**src/rtl/logic_alu_pkg.sv**
```systemverilog
// logic_alu_pkg -- shared definitions for the logic ALU pipeline.
//
// Contents:
//   op_e          3-bit bitwise operation code (OP_NAND .. OP_PASS)
//   DEF_WIDTH     default operand/result width
//   DEF_CNT_W     default transaction counter width
package logic_alu_pkg;

  localparam int DEF_WIDTH = 8;
  localparam int DEF_CNT_W = 16;

  typedef enum logic [2:0] {
    OP_NAND = 3'b000,
    OP_AND  = 3'b001,
    OP_OR   = 3'b010,
    OP_NOR  = 3'b011,
    OP_XOR  = 3'b100,
    OP_XNOR = 3'b101,
    OP_NOTA = 3'b110,
    OP_PASS = 3'b111
  } op_e;

endpackage

```
**src/rtl/logic_alu_core.sv**
```systemverilog
// logic_alu_core -- purely combinational bitwise operation decoder.
//
// Ports:
//   a, b  [WIDTH-1:0]  operands (a is already the effective A)
//   op    op_e         operation select
//   y     [WIDTH-1:0]  result
module logic_alu_core
  import logic_alu_pkg::*;
#(
  parameter int WIDTH = DEF_WIDTH
) (
  input  logic [WIDTH-1:0] a,
  input  logic [WIDTH-1:0] b,
  input  op_e              op,
  output logic [WIDTH-1:0] y
);

  // NOTE: every signal written in always_comb gets a default first so no
  // path leaves it unassigned, which would infer a latch.
  always_comb begin
    y = '0;
    case (op)
      OP_NAND: y = ~(a & b);
      OP_AND:  y = a & b;
      OP_OR:   y = a | b;
      OP_NOR:  y = ~(a | b);
      OP_XOR:  y = a ^ b;
      OP_XNOR: y = ~(a ^ b);
      OP_NOTA: y = ~a;
      OP_PASS: y = a;
      default: y = '0;
    endcase
  end

endmodule

```
**src/rtl/logic_alu_pipe.sv**
```systemverilog
// logic_alu_pipe -- single-stage valid/ready pipeline around logic_alu_core
// with an accumulator and a wrapping transfer counter.
//
// Ports:
//   clk, rst            clock; synchronous active-high reset
//   in_valid/in_ready   input handshake (in_ready = !out_valid || out_ready)
//   in_a, in_b, in_op   operands and operation, sampled on input transfer
//   in_acc              take A from the accumulator and write the result back
//   acc_clr             clear the accumulator (an acc-mode write wins)
//   out_valid/out_ready output handshake
//   out_y               registered result
//   out_count           completed input transfers, wrapping
//   out_pop             popcount of out_y (only with LOGIC_ALU_PIPE_POPCOUNT_EN)
//
// Optional feature macro: LOGIC_ALU_PIPE_POPCOUNT_EN
module logic_alu_pipe
  import logic_alu_pkg::*;
#(
  parameter int WIDTH = DEF_WIDTH,
  parameter int CNT_W = DEF_CNT_W
) (
  input  logic                          clk,
  input  logic                          rst,
  input  logic                          in_valid,
  output logic                          in_ready,
  input  logic [WIDTH-1:0]              in_a,
  input  logic [WIDTH-1:0]              in_b,
  input  logic [2:0]                    in_op,
  input  logic                          in_acc,
  input  logic                          acc_clr,
  output logic                          out_valid,
  input  logic                          out_ready,
  output logic [WIDTH-1:0]              out_y,
  output logic [CNT_W-1:0]              out_count
`ifdef LOGIC_ALU_PIPE_POPCOUNT_EN
  ,
  output logic [$clog2(WIDTH+1)-1:0]    out_pop
`endif
);

  logic             out_valid_q, out_valid_d;
  logic [WIDTH-1:0] out_y_q, out_y_d;
  logic [WIDTH-1:0] acc_q, acc_d;
  logic [CNT_W-1:0] count_q, count_d;
  logic [WIDTH-1:0] a_eff, alu_y;
  logic             in_xfer, out_xfer;

  assign in_ready = !out_valid_q || out_ready;
  assign in_xfer  = in_valid && in_ready;
  assign out_xfer = out_valid_q && out_ready;

  // A clear coincident with an acc-mode transfer computes with A = 0.
  assign a_eff = in_acc ? (acc_clr ? '0 : acc_q) : in_a;

  logic_alu_core #(.WIDTH(WIDTH)) u_core (
    .a  (a_eff),
    .b  (in_b),
    .op (op_e'(in_op)),
    .y  (alu_y)
  );

  always_comb begin
    out_valid_d = out_valid_q;
    out_y_d     = out_y_q;
    acc_d       = acc_q;
    count_d     = count_q;
    // A new load takes precedence, which keeps out_valid high when the
    // old result drains on the same edge.
    if (in_xfer) begin
      out_valid_d = 1'b1;
      out_y_d     = alu_y;
      count_d     = count_q + CNT_W'(1);
    end else if (out_xfer) begin
      out_valid_d = 1'b0;
    end
    if (in_xfer && in_acc) begin
      acc_d = alu_y;
    end else if (acc_clr) begin
      acc_d = '0;
    end
  end

  // NOTE: sequential state is assigned with non-blocking (<=) so every flop
  // samples its pre-edge value regardless of statement order.
  always_ff @(posedge clk) begin
    if (rst) begin
      out_valid_q <= 1'b0;
      out_y_q     <= '0;
      acc_q       <= '0;
      count_q     <= '0;
    end else begin
      out_valid_q <= out_valid_d;
      out_y_q     <= out_y_d;
      acc_q       <= acc_d;
      count_q     <= count_d;
    end
  end

  assign out_valid = out_valid_q;
  assign out_y     = out_y_q;
  assign out_count = count_q;

`ifdef LOGIC_ALU_PIPE_POPCOUNT_EN
  localparam int POP_W = $clog2(WIDTH + 1);

  logic [POP_W-1:0] pop_q, pop_d, pop_sum;

  // Popcount of the value about to be loaded, so it lines up with out_y.
  always_comb begin
    pop_sum = '0;
    for (int i = 0; i < WIDTH; i++) begin
      pop_sum = pop_sum + POP_W'(alu_y[i]);
    end
    pop_d = in_xfer ? pop_sum : pop_q;
  end

  always_ff @(posedge clk) begin
    if (rst) begin
      pop_q <= '0;
    end else begin
      pop_q <= pop_d;
    end
  end

  assign out_pop = pop_q;
`endif

endmodule

```
**config.mk**
```make
export PLATFORM = sky130hd
export DESIGN_NAME = logic_alu_pipe
export DESIGN_NICKNAME = d
export VERILOG_FILES = /design/src/rtl/logic_alu_pkg.sv /design/src/rtl/logic_alu_core.sv /design/src/rtl/logic_alu_pipe.sv
export SDC_FILE = /design/constraint.sdc
export NUM_CORES = 1
export LEC_CHECK = 0
export ABC_AREA = 1
export CAP_MARGIN = 20
export CORE_UTILIZATION = 26
export DETAILED_ROUTE_END_ITERATION = 10
export SYNTH_ARGS = -nofsm -noshare
export SYNTH_HDL_FRONTEND = slang
export SYNTH_HIERARCHICAL = 1
export SYNTH_SLANG_ARGS = --single-unit
export TNS_END_PERCENT = 20
```
**constraint.sdc**
```tcl
create_clock -name clk -period 2.4 [get_ports clk]
set_clock_uncertainty 0.1 [all_clocks]
set_input_delay 0.72 -clock clk [delete_from_list [all_inputs] [get_ports clk]]
set_output_delay 0.72 -clock clk [all_outputs]
set_load 0.005 [all_outputs]
```
==> results.md <==
* Slew HR at between 70% and 80%
* Hold path startpoint: acc_q[4]$_SDFF_PP0_
* Wire length per cell at 11.72 µm
* Kind of critical path: primary input to flop
* DP Wirelength at 5470 µm
* Final hold violation count at 0
* FMAX at ~430 MHz
* Reg2Reg Depth at 11
* Worst setup SP type: primary input
* Full die area at a little over 10000 µm²
* Row cnt at 35
* Arrival time at the worst endpoint at about 2.4 ns
* Power Dens Cells at slightly below 400 nW/µm²
* Gpl congestion at 0.8113
* H-tree levels at 2
* CTS tree: done
* Clk pin slew, worst setup/hold paths at 0.07 ns
* Largest net degree at the start of global routing at 17
* Fill cells at about 1k
* # nets final at between 500 and 600
* Clock Latency Late Sink at about 0.28 ns
* Final setup viols at 0
* Area contributors post-synth: dfxtp_1 26%, nand2_1 10%, nor2_1 8.7%
* Post-synth ARST share at 0%
* Peak fanout along the critical path at 4
* WHS Endpoint: acc_q[4]$_SDFF_PP0_
* Hold Crit Depth at 2
* Max-slew violations at 0
* CP endpoint kind: flop
* Number of buffers created by CTS at 5
* Antenna Nets Post-Route at 0
* RSZ-0062 raised after global routing: yes
* Synth Warn # at 6
* Num Clock Sinks at 33
* Top-level port count at 51
* Vias in the first global route at 2602
* Post-synth top area share at roughly a quarter
* Final Instance Count excl. Fillers at a little over 600
* Number of vias per cell at approximately 4.7
* Post-synthesis sequential area ratio at 25.90%
* Initial core utilization at between 20 and 30%
* Status: finished, final reports clean
* Mapped Area at approximately 2600 µm²
* Clock root buffer: clkbuf_8
* Die Height at about 100 µm
* Commonest cells post-synth: 71 x nand2_1, 59 x nor2_1, 57 x inv_1
* Synth Flop Type: dfxtp_1
* Cell taking the most area after synthesis: dfxtp_1
* # DRC at 0
* Global-route wire length before repair at about 12000 µm
* Post-route clock period utilization at between 90% and 100%
* Worst R2R End: acc_q[0]$_SDFF_PP0_
* Slew @ Worst Pin at 0.3297 ns
* Required @ worst endpoint at between 2 and 2.5 ns
* Post-synthesis cell count at 394
* Layout area overhead at 41.05%
* Placed insts at a little under 600
* Max-Cap Viols at 0
* Leakage at 1.651 nW
* Share of post-route cells with drive strength above 1 at between 20% and 30%
* DRT iter0 DRCs at 159
* Die W at 101.1 µm
* Core Region at between 9000 and 10000 µm²
* Hold Path Class: flop to flop
* Overall power at between 1 and 1.5 mW
* Min cycle time layout at 2.351 ns
* Router iterations before antenna repair at 4
* R2R setup slack at approximately 0.55 ns
* #FFs+latches synth at 33
* Syn_nets at approximately 440
* Hold buffer count at CTS at 0
* Overflow left after global routing at 0
* IR drop worst, VDD at between 0.2 and 0.25 mV
* Vias at ~2.8k
* Port Buffers at 50
* Most common cell in the netlist: nand2_1
* Clock buffer depth at 2
* Wire length after detailed routing at a little over 7000 µm
* Number of diodes at 0
* Initial antenna violation count at 0
* Register Area at about 660 µm²
* Number of synthesized flops with an enable pin at 0
* Overall Global Routing Usage at roughly 14%
* Syn_area_per_cell at approximately 6.5 µm²
* Multi-input logic area at 1644 µm²
* Synth cell types at 26
* Crit Reg-Reg Startpoint: acc_q[0]$_SDFF_PP0_
-- flip-flops by register name, indices dropped and copies added, names as in the netlist --
register	flops
acc_q	8
out_count	16
out_valid	1
out_y	8
-- critical path, cell delays in order --
cell,delay [ns]
dlygate4sd2_1,0.24
inv_2,0.09
buf_4,0.12
nand2_1,0.06
o21ai_1,0.16
inv_1,0.06
ha_1,0.29
inv_1,0.04
nand4_1,0.08
nand2_1,0.06
nor2_1,0.11
nand3_1,0.14
o21ai_0,0.18
a21oi_1,0.05
-- per-stage QoR --
stage / instance area (µm²) / hold WS, ns / setup WS (ns) / setup TNS [ns] / utilization, %
after floorplan: 2551 / 0.3400 / 0.02341 / 0 / -
after global placement: 3376 / 0.3510 / -0.6656 / -8.994 / 36.02
after detailed placement: 3376 / 0.3564 / -0.6781 / -9.587 / 36.02
after CTS: 3526 / 0.3796 / 0.01949 / 0 / 37.62
after global routing: 3598 / 0.4111 / -0.06360 / -0.2526 / 38.40
final: 3598 / 0.3757 / 0.04870 / 0 / 38.40
-- power by group --
| group | internal (mW) | switching [mW] |
|---|---|---|
| Combinational | 0.189 | 0.217 |
| Sequential | 0.572 | 0.0150 |
| Clock | 0.228 | 0.202 |
-- routing by layer --
layer / up-vias / part of all wire (%) / track usage [%]
met3: 10 / 4.9 / 2.011
met5: - / 0 / 0
li1: 1450 / - / -
met1: 1279 / 47 / 19.30
met2: 74 / 47 / 24.07
met4: 0 / 1.4 / 4.013
-- layout by cell type, fill, tap and decap left out, types with 6 or more instances in the layout --
cell / instances
nand2_1: 70
nor2_1: 57
inv_1: 52
clkdlybuf4s50_1: 47
buf_4: 40
nand4_1: 35
dfxtp_1: 33
nand3_1: 28
a21oi_1: 18
ha_1: 13
o21ai_2: 11
o21ai_1: 9
o21ai_0: 9
inv_2: 8
clkbuf_8: 6
-- logic make-up after synthesis --
kind of cell	synth area share, %
and+or+nand+nor	41.79
buffers and inverters	14.57
AOI/OAI and AO/OA	9.416
DFF	25.89
adders and majority gates	8.337
-- layout make-up --
| type | instances | area share, % |
|---|---|---|
| well taps | 129 | 4.485 |
| clock buffers | 7 | 2.399 |
| repair inverters | 1 | 0.2086 |
| flip-flops and latches | 33 | 18.36 |
| inverters | 61 | 6.502 |
| repair buffers | 91 | 22.36 |
| multi-input cells | 282 | 45.69 |
-- what timing repair did --
item / 4_1_cts / 5_1_grt
buffers inserted: 1 / 0
gates resized for setup: 29 / 28
gates cloned: 1 / 0
setup endpoints to repair: 17 / 12
pin swaps: 11 / 13
-- how the worst max path moves through the flow --
stage	startpoint	endpoint	slack [ns]	cells past startpoint
after floorplan	in_acc	acc_q[5]$_SDFF_PP0_	0.02	12
after detailed placement	in_acc	acc_q[5]$_SDFF_PP0_	-0.68	13
after global routing	acc_clr	acc_q[6]$_SDFF_PP0_	-0.06	14
after CTS	acc_clr	acc_q[1]$_SDFF_PP0_	0.02	13
final	acc_clr	acc_q[7]$_SDFF_PP0_	0.05	14
after global placement	in_acc	out_y[3]$_SDFFE_PP0P_	-0.67	12
(Power assumes the default switching activity.)
